--- src/rtl/nibble_serial_accumulator_pkg.sv ---
// -----------------------------------------------------------------------------
// nibble_serial_accumulator_pkg
// Shared definitions for the nibble-serial accumulator and its lookahead slice:
//   - state_t   : controller states (IDLE, ADD, HOLD)
//   - NIB_W     : width of one slice operand (a nibble)
//   - idx_width : width of the nibble index register for a given WIDTH
// -----------------------------------------------------------------------------
package nibble_serial_accumulator_pkg;

   localparam int NIB_W = 4;

   typedef enum logic [1:0] {
      IDLE = 2'd0,
      ADD  = 2'd1,
      HOLD = 2'd2
   } state_t;

   // Bits needed to count WIDTH/NIB_W nibbles; kept at least 1 so a single
   // nibble accumulator still has a legal index register.
   function automatic int idx_width(input int width);
      int n;
      n = width / NIB_W;
      return (n > 1) ? $clog2(n) : 1;
   endfunction

endpackage

--- src/rtl/nibble_serial_accumulator_cla_4.sv ---
// -----------------------------------------------------------------------------
// nibble_serial_accumulator_cla_4
// The 4-bit carry-lookahead slice (CLA_4). Purely combinational.
// Ports:
//   a, b  in  [3:0]  operand nibbles
//   cin   in  1      carry into bit 0
//   s     out [3:0]  sum nibble
//   pg    out 1      group propagate (AND of all bit propagates)
//   gg    out 1      group generate
// -----------------------------------------------------------------------------
module nibble_serial_accumulator_cla_4
   import nibble_serial_accumulator_pkg::*;
(
   input  logic [NIB_W-1:0] a,
   input  logic [NIB_W-1:0] b,
   input  logic             cin,
   output logic [NIB_W-1:0] s,
   output logic             pg,
   output logic             gg
);

   logic [NIB_W-1:0] p;
   logic [NIB_W-1:0] g;
   logic [NIB_W-1:0] c;

   assign p = a ^ b;
   assign g = a & b;

   // Every internal carry is expanded directly from cin so no carry ripples
   // through the slice.
   assign c[0] = cin;
   assign c[1] = g[0] | (p[0] & cin);
   assign c[2] = g[1] | (p[1] & g[0]) | (p[1] & p[0] & cin);
   assign c[3] = g[2] | (p[2] & g[1]) | (p[2] & p[1] & g[0])
               | (p[2] & p[1] & p[0] & cin);

   assign s  = p ^ c;
   assign pg = &p;
   assign gg = g[3] | (p[3] & g[2]) | (p[3] & p[2] & g[1])
             | (p[3] & p[2] & p[1] & g[0]);

endmodule

--- src/rtl/nibble_serial_accumulator.sv ---
// -----------------------------------------------------------------------------
// nibble_serial_accumulator
// Adds register B into accumulator A once per Run press, one nibble per clock,
// through a single shared 4-bit lookahead slice.
// Parameters:
//   WIDTH  accumulator/operand width; multiple of 4, at least 4
// Ports:
//   Clk    in   1      system clock, rising edge
//   Reset  in   1      synchronous, active-high; clears all state
//   Run    in   1      level; requests one accumulation per press
//   LoadB  in   1      level; loads B from SW while idle (wins over Run)
//   SW     in   WIDTH  switch operand
//   Sum    out  WIDTH  accumulator A (partially updated while Busy)
//   Cout   out  1      carry-out of the last completed addition
//   Busy   out  1      nibble additions in progress
//   Done   out  1      one-cycle pulse when an addition completes
// -----------------------------------------------------------------------------
module nibble_serial_accumulator
   import nibble_serial_accumulator_pkg::*;
#(
   parameter int WIDTH = 16
)
(
   input  logic             Clk,
   input  logic             Reset,
   input  logic             Run,
   input  logic             LoadB,
   input  logic [WIDTH-1:0] SW,
   output logic [WIDTH-1:0] Sum,
   output logic             Cout,
   output logic             Busy,
   output logic             Done
);

   localparam int N     = WIDTH / NIB_W;
   localparam int IDX_W = idx_width(WIDTH);
   localparam logic [IDX_W-1:0] LAST_IDX = IDX_W'(N - 1);

   state_t           state_q;
   state_t           state_d;
   logic [WIDTH-1:0] a_q;
   logic [WIDTH-1:0] b_q;
   logic [IDX_W-1:0] idx_q;
   logic             carry_q;
   logic             cout_q;
   logic             done_q;

   logic [NIB_W-1:0] nib_s;
   logic             nib_pg;
   logic             nib_gg;
   logic             carry_next;
   logic             last_nib;

   // Operand nibbles are picked by the index register; {idx_q, 2'b00} is the
   // bit offset of nibble idx_q.
   nibble_serial_accumulator_cla_4 u_cla (
      .a   (a_q[{idx_q, 2'b00} +: NIB_W]),
      .b   (b_q[{idx_q, 2'b00} +: NIB_W]),
      .cin (carry_q),
      .s   (nib_s),
      .pg  (nib_pg),
      .gg  (nib_gg)
   );

   assign carry_next = nib_gg | (nib_pg & carry_q);
   assign last_nib   = (idx_q == LAST_IDX);

   // State register and datapath registers.
   always_ff @(posedge Clk) begin
      // NOTE: state uses non-blocking assignments so every register samples
      // the pre-edge values; blocking here would create order-dependent races.
      if (Reset) begin
         state_q <= IDLE;
         a_q     <= '0;
         b_q     <= '0;
         idx_q   <= '0;
         carry_q <= 1'b0;
         cout_q  <= 1'b0;
         done_q  <= 1'b0;
      end else begin
         state_q <= state_d;
         done_q  <= 1'b0;
         unique case (state_q)
            IDLE: begin
               if (LoadB) begin
                  b_q <= SW;
               end else if (Run) begin
                  idx_q   <= '0;
                  carry_q <= 1'b0;
               end
            end
            ADD: begin
               a_q[{idx_q, 2'b00} +: NIB_W] <= nib_s;
               carry_q                      <= carry_next;
               if (last_nib) begin
                  cout_q <= carry_next;
                  done_q <= 1'b1;
               end else begin
                  idx_q <= idx_q + 1'b1;
               end
            end
            HOLD: begin
               // LoadB is ignored; waits for Run release in next-state logic.
            end
            default: begin
            end
         endcase
      end
   end

   // Next-state logic.
   always_comb begin
      // NOTE: default first so every path assigns state_d and no latch forms.
      state_d = state_q;
      unique case (state_q)
         IDLE:    if (!LoadB && Run) state_d = ADD;
         ADD:     if (last_nib)      state_d = HOLD;
         HOLD:    if (!Run)          state_d = IDLE;
         default:                    state_d = IDLE;
      endcase
   end

   // Outputs: all driven from flops, Busy is a decode of the state register.
   always_comb begin
      Sum  = a_q;
      Cout = cout_q;
      Busy = (state_q == ADD);
      Done = done_q;
   end

endmodule
--- config.mk ---
export PLATFORM = sky130hd
export DESIGN_NAME = nibble_serial_accumulator
export DESIGN_NICKNAME = d
export VERILOG_FILES = /design/src/rtl/nibble_serial_accumulator_pkg.sv /design/src/rtl/nibble_serial_accumulator_cla_4.sv /design/src/rtl/nibble_serial_accumulator.sv
export SDC_FILE = /design/constraint.sdc
export NUM_CORES = 1
export LEC_CHECK = 0
export BUFFER_PORTS_ARGS = -buffer_cell sky130_fd_sc_hd__buf_2
export CAP_MARGIN = 20
export CORE_MARGIN = 5
export CORE_UTILIZATION = 49
export DETAILED_ROUTE_END_ITERATION = 8
export PLACE_DENSITY_LB_ADDON = 0.15
export SLEW_MARGIN = 25
export SYNTH_ARGS = -nofsm -noshare
export SYNTH_HDL_FRONTEND = slang
export SYNTH_SLANG_ARGS = --single-unit
--- constraint.sdc ---
create_clock -name Clk -period 2.5 [get_ports Clk]
set_clock_uncertainty 0.1 [all_clocks]
set_input_delay 0.5 -clock Clk [delete_from_list [all_inputs] [get_ports Clk]]
set_output_delay 0.5 -clock Clk [all_outputs]
set_load 0.05 [all_outputs]
### After elaboration in Yosys (flattened, before gate mapping)

Cells that the tools add are included.

* input bits: 20
* flip-flop bits (word level): 39

* reduce and logical (&&, ||, !) cells: 11
* multiplexer cells: 13
* shifts and indexed selects: 4
* bitwise logic cells: 29
* eq/ne operators: 9
* $add $sub $neg: 2

Operators by type and width (count)
* 16-bit by 5-bit indexed part select with 4-bit output: 2
* 16-bit bitwise mux: 1
* 4-bit by 6-bit variable shift with 16-bit output, first input constant: 1
* 4-bit by 6-bit indexed part select with 16-bit output: 1
* 1-bit bitwise AND: 15
* 2-bit two-way mux: 6
* 2-bit inequality test, second input constant: 5
* 1-bit bitwise OR: 10
* 4-bit AND reduction: 2
* 4-bit XOR: 2
* 4-bit negation with 6-bit output: 1
* 2-bit one-hot mux with 3 select lines: 1
* 3-bit AND reduction: 2
* 4-bit bitwise AND: 1
* 2-bit equality test, second input constant: 2
* 2-bit one-hot mux with 2 select lines: 1
* 2-bit AND reduction: 2
* 1-bit two-way mux: 3
* 2-bit by 1-bit adder with 2-bit output, second input constant: 1
* 2-bit by 1-bit equality test with 1-bit output, second input constant: 1
* 2-bit logical NOT: 1
* 2-bit by 1-bit inequality test with 1-bit output, second input constant: 1
* 1-bit one-hot mux with 2 select lines: 1
* 2-bit nonzero test: 1
* other kinds (4): 4

### Longest topological paths before layout

* word-level depth: 9
* mapped depth: 7
* gate-level depth less buffers: 6

### Cells and area by module

A second synthesis with hierarchy kept.

* cell total of the unflattened synthesis: 208
* area, all modules: 1983.2 um^2

Modules (own cells, without submodules)
* nibble_serial_accumulator: times used 1, seq. area each 780.7 um^2, cells each 186, area an instance 1800.5 um^2
* nibble_serial_accumulator_cla_4: times used 1, seq. area each 0.0 um^2, cells each 22, area an instance 182.7 um^2

### Worst setup path after synthesis

No wires, ideal clock.

* path type: register to register
* start point: register idx_q[0]
* end point: register a_q[14], in the netlist Sum[14]
* setup slack: 0.068 ns
* required time: 2.272 ns
* library setup time: 0.128 ns
* stages on the path, launching flop included: 8
* arrival: 2.204 ns
* path through: dfxtp_1 buf_4 mux4_2 ha_1 a211o_1 a21o_1 a32oi_1 nor2_1

* cells in the longest elaborated chain, start to end: 9
* elaborated cells between the ends (all ways): 24
* classes of those cells: 1 x add/sub; 4 x shift; 1 x mux; 18 x bitwise

Ends and longest elaborated chain
* from (decl): line nibble_serial_accumulator.sv:43 `logic [IDX_W-1:0] idx_q;`
* from (signal assigned): line nibble_serial_accumulator.sv:99 `idx_q <= idx_q + 1'b1;`
* 16-bit by 5-bit indexed part select with 4-bit output (on tied branches): line nibble_serial_accumulator.sv:57, nibble_serial_accumulator.sv:58
* 4-bit XOR / 4-bit bitwise AND (equally long branches): line nibble_serial_accumulator_cla_4.sv:26, nibble_serial_accumulator_cla_4.sv:27
* 1-bit bitwise AND (on tied branches): line nibble_serial_accumulator_cla_4.sv:34, nibble_serial_accumulator_cla_4.sv:35
* 1-bit bitwise OR (tied with other cells): line nibble_serial_accumulator_cla_4.sv:34 `assign c[3] = g[2] | (p[2] & g[1]) | (p[2] & p[1] & g[0])`
* 1-bit bitwise OR / 1-bit bitwise AND (equally long branches): line nibble_serial_accumulator_cla_4.sv:34, nibble_serial_accumulator_cla_4.sv:35
* 1-bit bitwise OR: line nibble_serial_accumulator_cla_4.sv:35 `| (p[2] & p[1] & p[0] & cin);`
* 4-bit XOR: line nibble_serial_accumulator_cla_4.sv:37 `assign s = p ^ c;`
* 4-bit by 6-bit indexed part select with 16-bit output: line nibble_serial_accumulator.sv:93 `a_q[{idx_q, 2'b00} +: NIB_W] <= nib_s;`
* 16-bit bitwise mux (*): line nibble_serial_accumulator.sv:93
* to (signal, indexed assignment): line nibble_serial_accumulator.sv:93
* to (decl): line nibble_serial_accumulator.sv:41 `logic [WIDTH-1:0] a_q;`

Mark *: on every way between the ends. The rest lies on a longest branch, timed or not.
A chain may end at the register's enable or synchronous reset.

### Worst setup path in the final report

Same ends and word-level chain as after synthesis.

==> results.toml <==
[outcome]
status = "finished, final reports clean"

[synth]
ys_async_sr_fraction_pct = 0
ys_warn_count = 0
synthFlopType = "dfxtp_1"
synth_edf_count = 0
synth_nets = 234
synth.avg_cell_area_um2 = 9.701
synth_area_um2 = 1969
yosysUniqueCellTypes = 43
yosys_register_bits = 39
ys_seq_area_share_pct = 39.64
postSynthCellCount = 203

[power_and_ir_drop]
total_power_uw = 1453
ir_worst_vdd_v = 0.0003322
combPwrFrac_pct = 11.9
seq_power_share_pct = 45.1
switchingPower_uw = 342.6
clockPowerShare_pct = 43.0
p_leak_uw = 0.0009974
switching_share_pct = 23.59
internal_power_uw = 1110
power_density_nw_per_um2 = 619.5

[cts]
cts_buffers = 5
cts_resized = 0
clk_transition_reported_paths_ns = 0.07
cts_tree = "built"
cts_setup_buffers = 0
htreeDepth = 2
root_buffer = "clkbuf_8"
cts_buffer_depth = 2
clk_latency_ns = 0.29
postCtsHoldBufs = 0
clock_sinks = 39

[setup_path]
worstPathCellList = "buf_4, mux4_1, ha_1, or2_2, a21o_1, a32oi_1, nor2_1"
cp.arrival_ns = 2.46
slowest_stage = "mux4_1"
crit_fanout = 4
rr_worst_depth = 7
crit_required_ns = 2.57
crit_path_start_kind = "flip-flop"
path_class = "reg -> reg"
cp-end-kind = "flip-flop"
slowest_delay_ns = 0.57

[floorplanning]
start_util_pct = 49.95
die_w_um = 73.40
coreArea_um2 = 3943
die-area_um2 = 5387
dieHeight_um = 73.40
core.rowCount = 23
io_pins = 39

[worst_hold_path]
hold_path_class = "in -> reg"
hold_depth = 3

[placement]
dp_slack_ns = 0.1372
placed_area_um2 = 2190
dp_hpwl_um = 3214
io_buffers = 38
gp_congestion = 0.8341

[route]
routedWlPerCell_um = 14.78
finalWirelength_um = 4346
remaining_drc_errors = 0
avgViaCountPerCell = 5.449
ant_nets = 0
dr.pass1.iters = 4
drtIter0Drc = 100
vias = 1602

[timing]
rsz0062_at_grt = "no"
setup_tns_ns = 0
fmax_mhz = 419.0
hold_viol_final = 0
setup_viol = 0
worst_pin_slew_ns = 0.5492
hold_slack_ns = 0.3349
timing.final.ws_setup_ns = 0.1136
fin_crit_sh_pct = 95.46
slew_headroom_pct = 63.27
slew_viol_final = 0
period_needed_ns = 2.386

[global_routing]
antenna_found_initial = 0
grt_pass1_wl_um = 7065
grt_overflow = 0
grt_pass1_vias = 1475
grt_use_total_pct = 17.13
grt_max_degree = 33

[cells_and_area]
area_growth_pct = 19.06
n_antenna_cell = 0
final_layout_size_suffix_gt1_share_pct = 30.33
finalNetCount = 274
fin_area_um2 = 2345

[job]
cap_violations = 0
==> worst max-delay path: cells and delay by family (launching register included) <==
family	cells	cell delay [ns]
adder cells (fa/ha/maj)	1	0.35
multiplexers	1	0.57
AND/OR/NAND/NOR	2	0.38
buffers and inverters	1	0.15
AO/OA/AOI/OAI	2	0.39
flip-flops	1	0.34
==> cell usage in the layout (no fill, tap or decap), drive strengths merged, types with 7 or more instances in the layout <==
cell type  count
buf           44
nand2         41
mux4           8
a22oi          8
ha            10
nand3b        10
a21oi         24
nor2          12
dfxtp         39
o31ai          7
==> sequential cells by signal, summed over array words and instances, names as in the netlist <==
register and cells:
Cout 1, Sum 16, b_q 16, idx_q 2, carry_q 1, state_q 2, Done 1
==> final cells by class <==
class	instances	area, µm²
Clock buffer	5	68.82
Multi-Input combinational cell	148	1110
Inverter	5	18.77
Timing Repair Buffer	44	235.2
Clock inverter	3	67.56
Tap cell	50	62.56
Fill cell	351	1598
Sequential cell	39	782.0
==> power groups by stage <==
stage | Combinational (µW) | Sequential, µW | Clock, µW
6_report | 173 | 655 | 625
3_3_place_gp | 166 | 669 | 0
3_5_place_dp | 169 | 670 | 0
4_1_cts | 170 | 655 | 641
2_1_floorplan | 128 | 672 | 0
5_1_grt | 189 | 658 | 662
==> cell usage after synthesis (2+ instances only) <==
library cell / number / area share, %
dfxtp_1: 39 / 40
nand2_2: 2 / 0.64
nand2_4: 2 / 1.1
nand3b_1: 10 / 3.8
o31ai_1: 7 / 2.7
mux4_1: 2 / 2.7
buf_2: 2 / 0.51
mux4_2: 6 / 6.9
clkbuf_1: 5 / 0.95
a32oi_1: 2 / 0.89
nor2_1: 12 / 2.3
ha_1: 10 / 6.4
inv_1: 5 / 0.95
nand2_1: 37 / 7.1
buf_8: 2 / 1.5
a22oi_1: 8 / 3.0
a21oi_1: 23 / 5.8
nand3_1: 4 / 1.0
==> worst paths after layout <==
kind / from / to / slack, ns
setup / recovery: idx_q[0]$_SDFFE_PP0P_ / Sum[14]$_SDFFE_PP0P_ / 0.11
hold / removal: SW[8] / b_q[8]$_SDFFE_PP0P_ / 0.33
setup reg to reg: idx_q[0]$_SDFFE_PP0P_ / Sum[14]$_SDFFE_PP0P_ / 0.11
hold reg to reg: b_q[11]$_SDFFE_PP0P_ / b_q[11]$_SDFFE_PP0P_ / 0.36
==> per-stage QoR <==
step                instances  util, %
floorplan                 203        -
global placement          286    55.54
detailed placement        286    55.54
CTS                       294    59.00
global route              294    59.47
finish                    294    59.47
==> routing by layer <==
layer / vias to the layer above / track usage (%) / wire (µm)
met5: - / 0 / 0
met2: 38 / 27.90 / 2004
met1: 747 / 21.66 / 2039
met3: 10 / 4.925 / 230
met4: 0 / 6.036 / 72
li1: 807 / - / -
==> cell families after synthesis <==
| family | after synthesis | synth area share [%] |
|---|---|---|
| multiplexers | 8 | 9.530 |
| flip-flops | 39 | 39.64 |
| AO/OA/AOI/OAI | 48 | 15.76 |
| adder cells (fa/ha/maj) | 11 | 7.370 |
| AND/OR/NAND/NOR | 79 | 21.92 |
| buffers and inverters | 16 | 4.892 |
| XOR/XNOR | 2 | 0.8896 |
Power figures use the tool's default switching activity.
